[src/rtl/silife_grid_scheduler_pkg.sv]
// Shared types and constants for the grid scheduler: FSM encoding, row-width
// derivation and generation-counter width.
package silife_grid_scheduler_pkg;

    typedef enum logic [1:0] {
        ST_IDLE  = 2'd0,
        ST_RUN   = 2'd1,
        ST_ISSUE = 2'd2
    } sched_state_e;

    localparam int unsigned GEN_BITS = 16;

    // Row-select width; a one-row grid still needs a 1-bit select.
    function automatic int unsigned row_bits(input int unsigned height);
        return (height > 1) ? $clog2(height) : 1;
    endfunction

endpackage

[src/rtl/silife_period_timer.sv]
// Run-period down-counter: loads on request, counts while running and flags
// expiry (count at zero) in the same cycle it reloads.
module silife_period_timer #(
    parameter int unsigned PERIOD_BITS = 24
) (
    input  logic                   clk,
    input  logic                   reset_n,
    input  logic                   i_load,
    input  logic                   i_run,
    input  logic [PERIOD_BITS-1:0] i_period,
    output logic                   o_expire_c
);

    logic [PERIOD_BITS-1:0] r_count;

    assign o_expire_c = i_run && (r_count == '0);

    always_ff @(posedge clk) begin
        if (!reset_n) begin
            r_count <= '0;
        end else if (i_load) begin
            r_count <= i_period;
        end else if (i_run) begin
            // A new period value is only picked up here, at reload.
            if (r_count == '0) r_count <= i_period;
            else               r_count <= r_count - PERIOD_BITS'(1);
        end
    end

endmodule

[src/rtl/silife_grid_scheduler.sv]
// Shares the grid row-write port between SPI loader and host, and sequences
// generation pulses so they never land inside a load session.
module silife_grid_scheduler
    import silife_grid_scheduler_pkg::*;
#(
    parameter  int unsigned WIDTH       = 32,
    parameter  int unsigned HEIGHT      = 32,
    parameter  int unsigned PERIOD_BITS = 24,
    localparam int unsigned ROW_BITS    = row_bits(HEIGHT)
) (
    input  logic                   clk,
    input  logic                   reset_n,
    input  logic                   i_ldr_active,
    input  logic                   i_ldr_selected,
    input  logic [ROW_BITS-1:0]    i_ldr_row,
    input  logic [WIDTH-1:0]       i_ldr_set,
    input  logic [WIDTH-1:0]       i_ldr_clear,
    input  logic                   i_host_req,
    input  logic [ROW_BITS-1:0]    i_host_row,
    input  logic [WIDTH-1:0]       i_host_set,
    input  logic [WIDTH-1:0]       i_host_clear,
    output logic                   o_host_ack,
    input  logic                   i_enable,
    input  logic                   i_step,
    input  logic [PERIOD_BITS-1:0] i_period,
    output logic [ROW_BITS-1:0]    o_row_select,
    output logic [WIDTH-1:0]       o_set_cells,
    output logic [WIDTH-1:0]       o_clear_cells,
    output logic                   o_gen_pulse,
    output logic                   o_pending,
    output logic [15:0]            o_generation
);

    sched_state_e          r_state;
    sched_state_e          w_state_next;
    logic                  r_pending;
    logic                  w_pending_next;
    logic                  r_enable_q;
    logic                  r_gen_pulse;
    logic [GEN_BITS-1:0]   r_generation;
    logic [ROW_BITS-1:0]   r_row;
    logic [WIDTH-1:0]      r_set;
    logic [WIDTH-1:0]      r_clr;
    logic                  r_host_ack;

    logic w_timer_load;
    logic w_timer_run;
    logic w_expire;
    logic w_pend_eff;
    logic w_issue;
    logic w_grant;

    // Timer follows i_enable: loads on its rising edge, runs while it stays high.
    assign w_timer_load = i_enable && !r_enable_q;
    assign w_timer_run  = i_enable && r_enable_q;

    silife_period_timer #(
        .PERIOD_BITS (PERIOD_BITS)
    ) u_timer (
        .clk        (clk),
        .reset_n    (reset_n),
        .i_load     (w_timer_load),
        .i_run      (w_timer_run),
        .i_period   (i_period),
        .o_expire_c (w_expire)
    );

    // A pending generation beats a host request; the loader beats both.
    assign w_pend_eff = r_pending || w_expire || (i_step && !i_enable);
    assign w_issue    = (r_state != ST_ISSUE) && w_pend_eff
                        && !i_ldr_active && !i_ldr_selected;
    assign w_grant    = i_host_req && !i_ldr_selected && !w_issue && !r_host_ack;

    always_comb begin
        w_state_next   = r_state;
        w_pending_next = w_issue ? 1'b0 : w_pend_eff;
        unique case (r_state)
            ST_IDLE: begin
                if (w_issue)       w_state_next = ST_ISSUE;
                else if (i_enable) w_state_next = ST_RUN;
            end
            ST_RUN: begin
                if (w_issue)        w_state_next = ST_ISSUE;
                else if (!i_enable) w_state_next = ST_IDLE;
            end
            ST_ISSUE: begin
                w_state_next = i_enable ? ST_RUN : ST_IDLE;
            end
            default: w_state_next = ST_IDLE;
        endcase
    end

    always_ff @(posedge clk) begin
        if (!reset_n) begin
            r_state      <= ST_IDLE;
            r_pending    <= 1'b0;
            r_enable_q   <= 1'b0;
            r_gen_pulse  <= 1'b0;
            r_generation <= '0;
        end else begin
            r_state     <= w_state_next;
            r_pending   <= w_pending_next;
            r_enable_q  <= i_enable;
            r_gen_pulse <= w_issue;
            if (w_issue) r_generation <= r_generation + GEN_BITS'(1);
        end
    end

    // Row-write port: row select holds between writes, masks idle at zero.
    always_ff @(posedge clk) begin
        if (!reset_n) begin
            r_row      <= '0;
            r_set      <= '0;
            r_clr      <= '0;
            r_host_ack <= 1'b0;
        end else begin
            r_host_ack <= w_grant;
            if (i_ldr_selected) begin
                r_row <= i_ldr_row;
                r_set <= i_ldr_set;
                r_clr <= i_ldr_clear;
            end else if (w_grant) begin
                r_row <= i_host_row;
                r_set <= i_host_set;
                r_clr <= i_host_clear;
            end else begin
                r_set <= '0;
                r_clr <= '0;
            end
        end
    end

    assign o_host_ack    = r_host_ack;
    assign o_row_select  = r_row;
    assign o_set_cells   = r_set;
    assign o_clear_cells = r_clr;
    assign o_gen_pulse   = r_gen_pulse;
    assign o_pending     = r_pending;
    assign o_generation  = r_generation;

endmodule

[config.mk]
export PLATFORM = sky130hd
export DESIGN_NAME = silife_grid_scheduler
export DESIGN_NICKNAME = d
export VERILOG_FILES = /design/src/rtl/silife_grid_scheduler_pkg.sv /design/src/rtl/silife_period_timer.sv /design/src/rtl/silife_grid_scheduler.sv
export SDC_FILE = /design/constraint.sdc
export NUM_CORES = 1
export LEC_CHECK = 0
export CORE_UTILIZATION = 43
export DETAILED_ROUTE_END_ITERATION = 7
export PLACE_DENSITY_LB_ADDON = 0.25
export SYNTH_ARGS = -nofsm -noshare
export SYNTH_HDL_FRONTEND = slang
export SYNTH_HIERARCHICAL = 1
export SYNTH_SLANG_ARGS = --single-unit
[constraint.sdc]
create_clock -name clk -period 7.5 [get_ports clk]
set_clock_uncertainty 0.2 [all_clocks]
set_input_delay 1.5 -clock clk [delete_from_list [all_inputs] [get_ports clk]]
set_output_delay 1.5 -clock clk [all_outputs]
set_load 0.03 [all_outputs]
==> Word level (Yosys, flattened, before mapping) <==
Index checks and enable logic that the tools add are counted.
{ "totals": {"output_inout_bits": 88, "regBits": 115, "input_bits": 169} }
{ "op_classes": {"add_sub_neg": 2, "eq_ne": 5, "n_mux": 15, "bitwise_logic": 1, "n_reduce_logical": 24} }
{ "op_table": {"columns": ["operator", "n"], "rows": [
  ["two-way mux 32 bit", 4],
  ["two-way mux 24 bit", 3],
  ["logical NOT 24 bit", 1],
  ["subtractor 24 x 1 -> 24 bit, second input constant", 1],
  ["adder 16 x 1 -> 16 bit, second input constant", 1],
  ["logical AND 1 bit", 10],
  ["two-way mux 5 bit", 2],
  ["two-way mux 2 bit", 4],
  ["logical NOT 1 bit", 6],
  ["inequality test 3 bit, second input constant", 2],
  ["case mux 2 bit (3 select lines)", 1],
  ["nonzero test 2 bit", 2],
  ["== test 2 x 1 -> 1 bit, second input constant", 1],
  ["== test 2 bit, second input constant", 1],
  ["logical NOT 2 bit", 1],
  ["logical OR 1 bit", 2],
  ["inequality test 2 bit, second input constant", 1],
  ["AND reduction 2 bit", 1],
  ["OR reduction 2 bit", 1],
  ["two-way mux 1 bit", 1],
  ["NOT 1 bit", 1]
]} }

==> Longest topological paths before layout <==
{ "depth": {"word_depth": 12, "ltp_mapped": 12, "ltp_nobuf": 9} }

==> Hierarchy <==
Netlist, hierarchy kept.
{ "by_module_without_submodules": {"columns": ["mod", "area_per_inst_um2", "cells_each", "n_inst", "seq_area_each_um2"], "rows": [
  ["silife_grid_scheduler", 3160.5, 276, 1, 1821.7],
  ["silife_period_timer", 1736.7, 232, 1, 480.5]
]} }

==> Least setup slack after synthesis <==
OpenSTA, ideal clock, no wires.
{ "synth_timing": {"path_kind": "input-to-reg", "startpoint": "input port i_enable", "endpoint": "register r_generation[7] (netlist: o_generation[7])", "t_arrival_ns": 3.342, "required_ns": 7.228, "stages": 9, "path_buffers": 2, "slack_ns": 3.886, "setup_ns": 0.072, "cell_sequence": "and2_1 clkbuf_1 clkinv_1 nor3_1 or2_4 o211ai_1 clkbuf_1 or4_1 a21oi_1"} }
{ "synth_between": {"elab_chain_cells": 7, "elab_cells_between_ends": 9} }
{ "synth_lines": {"columns": ["element", "line", "text"], "rows": [
  ["start: declaration", "silife_grid_scheduler.sv:23", "input logic i_enable,"],
  ["logical AND 1 bit", "silife_grid_scheduler.sv:55", "assign w_timer_run = i_enable && r_enable_q;"],
  ["logical AND 1 bit", "silife_period_timer.sv:16", "assign o_expire_c = i_run && (r_count == '0);"],
  ["net w_expire", "silife_grid_scheduler.sv:48", "logic w_expire;"],
  ["logical OR 1 bit (2 in a row)", "silife_grid_scheduler.sv:69", "assign w_pend_eff = r_pending || w_expire || (i_step && !i_enable);"],
  ["logical AND 1 bit", "silife_grid_scheduler.sv:70", "assign w_issue = (r_state != ST_ISSUE) && w_pend_eff"],
  ["logical AND 1 bit (2 in a row)", "silife_grid_scheduler.sv:71", "&& !i_ldr_active && !i_ldr_selected;"],
  ["end signal: assignment", "silife_grid_scheduler.sv:105", "if (w_issue) r_generation <= r_generation + GEN_BITS'(1);"],
  ["end: declaration", "silife_grid_scheduler.sv:40", "logic [GEN_BITS-1:0] r_generation;"]
]} }
The timed path passes the listed nets, and every way through them passes these cells.
A chain may end at the register's enable or synchronous reset.

==> Final worst setup path <==
{ "layout_timing": {"startpoint": "input port i_enable", "endpoint": "register r_row[2] (netlist: o_row_select[2])"} }
{ "layout_between": {"elab_chain_cells": 11, "elab_cells_between_ends": 13} }
{ "layout_lines": {"columns": ["element", "line", "text"], "rows": [
  ["logical AND 1 bit", "silife_grid_scheduler.sv:55", null],
  ["net w_timer_run", "silife_grid_scheduler.sv:47", "logic w_timer_run;"],
  ["logical AND 1 bit", "silife_period_timer.sv:16", null],
  ["net w_expire", "silife_grid_scheduler.sv:48", null],
  ["logical OR 1 bit (2 in a row)", "silife_grid_scheduler.sv:69", null],
  ["logical AND 1 bit", "silife_grid_scheduler.sv:70", null],
  ["logical AND 1 bit (2 in a row)", "silife_grid_scheduler.sv:71", null],
  ["logical NOT 1 bit", "silife_grid_scheduler.sv:72", "assign w_grant = i_host_req && !i_ldr_selected && !w_issue && !r_host_ack;"],
  ["logical AND 1 bit (2 in a row)", "silife_grid_scheduler.sv:72", null],
  ["nonzero test 2 bit (no source line)", null, null],
  ["end signal: assignment", "silife_grid_scheduler.sv:119", "r_row <= i_ldr_row;"],
  ["end signal: assignment", "silife_grid_scheduler.sv:123", "r_row <= i_host_row;"],
  ["end: declaration", "silife_grid_scheduler.sv:41", "logic [ROW_BITS-1:0] r_row;"]
]} }
The timed path passes the listed nets, and every way through them passes these cells.

==> run summary <==
The tool flagged a number of max-cap violations equal to 0. The share of cells above drive strength 1 was 6.15%; the synthesis-to-layout area growth was 64.4%. The final critical delay including setup and external delays was 5.16 ns. The run gives 2.02 ns as the worst setup timing slack at the placement stage. The tools report the cell area after synthesis as 4900 µm². In this run the critical register-to-register path is captured at o_row_select[2]$_SDFFE_PN0P_. For the post-layout worst setup margin, the log shows 2.34 ns. The accumulated negative setup slack came out at 0 ns. Along the worst path, the maximum fanout reaches 26. The tools report the number of antenna violations at the first check in global routing as 0. Yosys printed 6 warnings. Detailed placement ended at an HPWL of 12.6 mm. The startpoint identified for the worst hold timing path is r_state[1]$_SDFFE_PN0P_. Data on the critical path is required at its endpoint by 7.65 ns.

The most used flip-flop cell after synthesis is sky130_fd_sc_hd__dfxtp_1. In this run the count of I/O pins placed on the die edge is 257. The weighted congestion reported at the end of routability-driven placement is 0.898, and the effective utilization at floorplan is 44.6%.

Most repeated cell in the gate-level netlist after synthesis: sky130_fd_sc_hd__dfxtp_1. For this run, the share of the core covered by cells in the final layout is 73.3%. The number of vias per cell was 5.67; the overall die width was 109 µm. In this run, the number of DRC markers left after iteration 0 of detailed routing was 267.

The flip-flop and latch count after synthesis is 115. The worst flop-to-flop path startpoint was r_enable_q$_SDFF_PN0_. The clock sink total is 115. The number of cells produced by synthesis is 508. The biggest area consumer among synthesized cells is sky130_fd_sc_hd__dfxtp_1.

For the number of nets produced by synthesis, the log shows 680. The logs give 0 for the overflow left after global routing and 923 for the final net count. The worst register-to-register path has a depth of 7.

For this run, the detailed router's first-pass iteration total came to 5. The tools report the count of distinct cell types in the synthesized netlist as 58. Entering global routing, the biggest net connects 71 pins. Data arrives at the worst endpoint at 5.31 ns. The number of standard-cell rows in the floorplan is 38.

The synthesized area per cell was 9.64 µm²; the via count of the first global-routing pass was 5081. The wire length per cell after detailed routing is 19.6 µm, and the total count of max-transition violations in the final report is 0. The number of hold buffers added after CTS was 0.

The run gives 0 as the final count of negative-setup-slack endpoints. The share of synthesized registers carrying an async set or reset came out at 0%. The via count was 5128. The fraction of the cycle the final worst path needs came out at 68.8%. Setup repair after global routing left no endpoint under its margin. The count of flip-flops with a built-in enable after synthesis is 0. The tightest min-delay check is of the reg2reg type. The detail route stage leaves a number of antenna-violating nets equal to 0. The first global-routing pass estimated 26.2 mm of wire. The core footprint is 11000 µm², and the cell area power density is 230 nW/µm². The class of the most critical setup path is in2reg. The vertical die dimension was 109 µm. Clock-pin slew was measured on the worst setup and hold paths at 0.06 ns. The internal reg-to-reg setup slack is 3.69 ns, and the number of levels the H-tree was split into is 4. The post-cts gate resize count was 0. Counting along the longest clock path gives a buffer depth of 2. Yosys attributes the largest share of cell area to sky130_fd_sc_hd__dfxtp_1 47%, sky130_fd_sc_hd__a22o_1 11%, sky130_fd_sc_hd__nor3_1 2.6%. The top cell type by area accounts for 47.0% of the synthesized area. The run gives 194 MHz as the highest achievable clock rate. Final routed wirelength across all metal layers: 17.7 mm.

The cell depth of the worst min-delay path works out to 1. The worst voltage drop across the vdd grid was 207 µV; the total CTS buffers was 17. The commonest cells after synthesis are 115 x sky130_fd_sc_hd__dfxtp_1, 64 x sky130_fd_sc_hd__a22o_1, 25 x sky130_fd_sc_hd__nor3_1. The tree is rooted in a sky130_fd_sc_hd__clkbuf_16. For the pin with the worst max-slew slack, the measured transition is 1.25 ns. The run finished with clean final reports. For the worst-skew pair, the clock arrives at the later sink with an insertion delay of 0.41 ns. The tools report the element type at the critical path end as a flop. For hold timing, the worst endpoint is r_state[1]$_SDFFE_PN0P_. The run gives 0 as the final number of hold-violating endpoints.

The logs give 29.6% for the total routing usage reported by global routing and 47.0% for the fraction of the yosys area taken by sequential cells. The port buffer count was 256. TritonCTS built the clock tree.

The logs give 0 for the post-CTS setup repair buffer count and 16.5% for the worst slew margin relative to its limit. After detailed routing, the number of remaining DRC violations is 0. The floorplan step defined a die boundary enclosing 11800 µm². The worst setup path is launched from an input port. For the static leakage, the log shows 2.95 nW.
## worst max path at each step
stage                  start                      endpoint  slack (ns)
floorplan           i_enable  o_generation[7]$_SDFFE_PN0P_        3.89
global placement    i_enable  o_generation[7]$_SDFFE_PN0P_        2.26
detailed placement  i_enable  o_generation[7]$_SDFFE_PN0P_        2.02
CTS                 i_enable  o_row_select[2]$_SDFFE_PN0P_        2.40
global route        i_enable  o_row_select[2]$_SDFFE_PN0P_        2.04
finish              i_enable  o_row_select[2]$_SDFFE_PN0P_        2.34
## metrics by stage
stage	hold WS (ns)	cell area (µm²)	cells	power, mW
final	0.273	8050	905	1.85
after CTS	0.271	8050	904	1.86
after detailed placement	0.262	7450	872	1.03
after global routing	0.292	8050	904	1.91
after floorplan	0.226	4900	508	0.864
after global placement	0.242	7450	872	1.03
## power by group
| group | switching (mW) | internal [mW] | total [mW] |
|---|---|---|---|
| clock network | 0.292 | 0.529 | 0.821 |
| logic | 0.175 | 0.178 | 0.353 |
| registers | 0.0270 | 0.648 | 0.675 |
| total | 0.494 | 1.36 | 1.85 |
## routing by layer
layer / vias to the layer above / share of wire [%] / track usage (%)
met5: - / 0 / 0
met4: 0 / 2.0 / 11.9
met3: 27 / 7.8 / 10.3
met2: 238 / 51 / 51.4
met1: 2410 / 39 / 33.1
li1: 2453 / - / -
## layout make-up
class / instances / area, µm²
multi-input combinational: 342 / 2320
timing repair buffer: 260 / 2590
sequential: 115 / 2300
fill: 807 / 2930
inverter: 15 / 56.3
clock inverter: 13 / 159
antenna: 1 / 2.50
clock buffer: 19 / 443
tap: 140 / 175
## state kept, by name, summed over array words and instances (netlist names)
signal and flops:
r_enable_q 1, o_row_select 5, u_timer/r_count 24, o_pending 1, o_clear_cells 32, o_gen_pulse 1, o_generation 16, r_state 2
o_host_ack 1, o_set_cells 32
## cells in the final DEF, fill, tap and decap left out, types with 4 or more instances in the layout
cell / count
sky130_fd_sc_hd__a21oi_1: 23
sky130_fd_sc_hd__nand3_1: 14
sky130_fd_sc_hd__a22o_1: 64
sky130_fd_sc_hd__dfxtp_1: 115
sky130_fd_sc_hd__clkbuf_16: 17
sky130_fd_sc_hd__nor3_1: 25
sky130_fd_sc_hd__nand2b_1: 4
sky130_fd_sc_hd__and3_1: 9
sky130_fd_sc_hd__o21ai_0: 20
sky130_fd_sc_hd__clkdlybuf4s50_1: 256
sky130_fd_sc_hd__o221ai_1: 4
sky130_fd_sc_hd__o31ai_1: 11
sky130_fd_sc_hd__buf_4: 4
sky130_fd_sc_hd__o21ai_1: 7
sky130_fd_sc_hd__nor4b_1: 4
sky130_fd_sc_hd__nor2_1: 20
sky130_fd_sc_hd__a221o_1: 5
sky130_fd_sc_hd__nand2_1: 20
sky130_fd_sc_hd__or4_1: 11
sky130_fd_sc_hd__or3_1: 12
sky130_fd_sc_hd__a31oi_1: 7
sky130_fd_sc_hd__clkinvlp_4: 6
sky130_fd_sc_hd__nor4_1: 13
sky130_fd_sc_hd__nand4_1: 12
sky130_fd_sc_hd__a211oi_1: 5
sky130_fd_sc_hd__inv_1: 12
sky130_fd_sc_hd__and4_1: 4
sky130_fd_sc_hd__o211ai_1: 5
## worst max-delay path, cell delays in order
cell and delay (ns):
sky130_fd_sc_hd__clkdlybuf4s50_1 0.54, sky130_fd_sc_hd__and2_1 0.74, sky130_fd_sc_hd__clkinv_1 0.50, sky130_fd_sc_hd__nor3_1 0.44, sky130_fd_sc_hd__or2_4 0.22, sky130_fd_sc_hd__o211ai_1 0.48
sky130_fd_sc_hd__a31oi_1 0.64, sky130_fd_sc_hd__a221o_1 0.25
## cell families (layout without fill, tap and decap cells)
family	count (synthesis)	after routing	share of synthesized area, %
xor+xnor	1	1	0.179
mux	2	2	0.409
compound gates	169	169	26.0
other cells	0	1	0
fa+ha+maj	3	3	0.767
flops	115	115	47.0
buf+inv	51	307	5.65
simple gates	167	167	20.0
(Power assumes the default switching activity.)
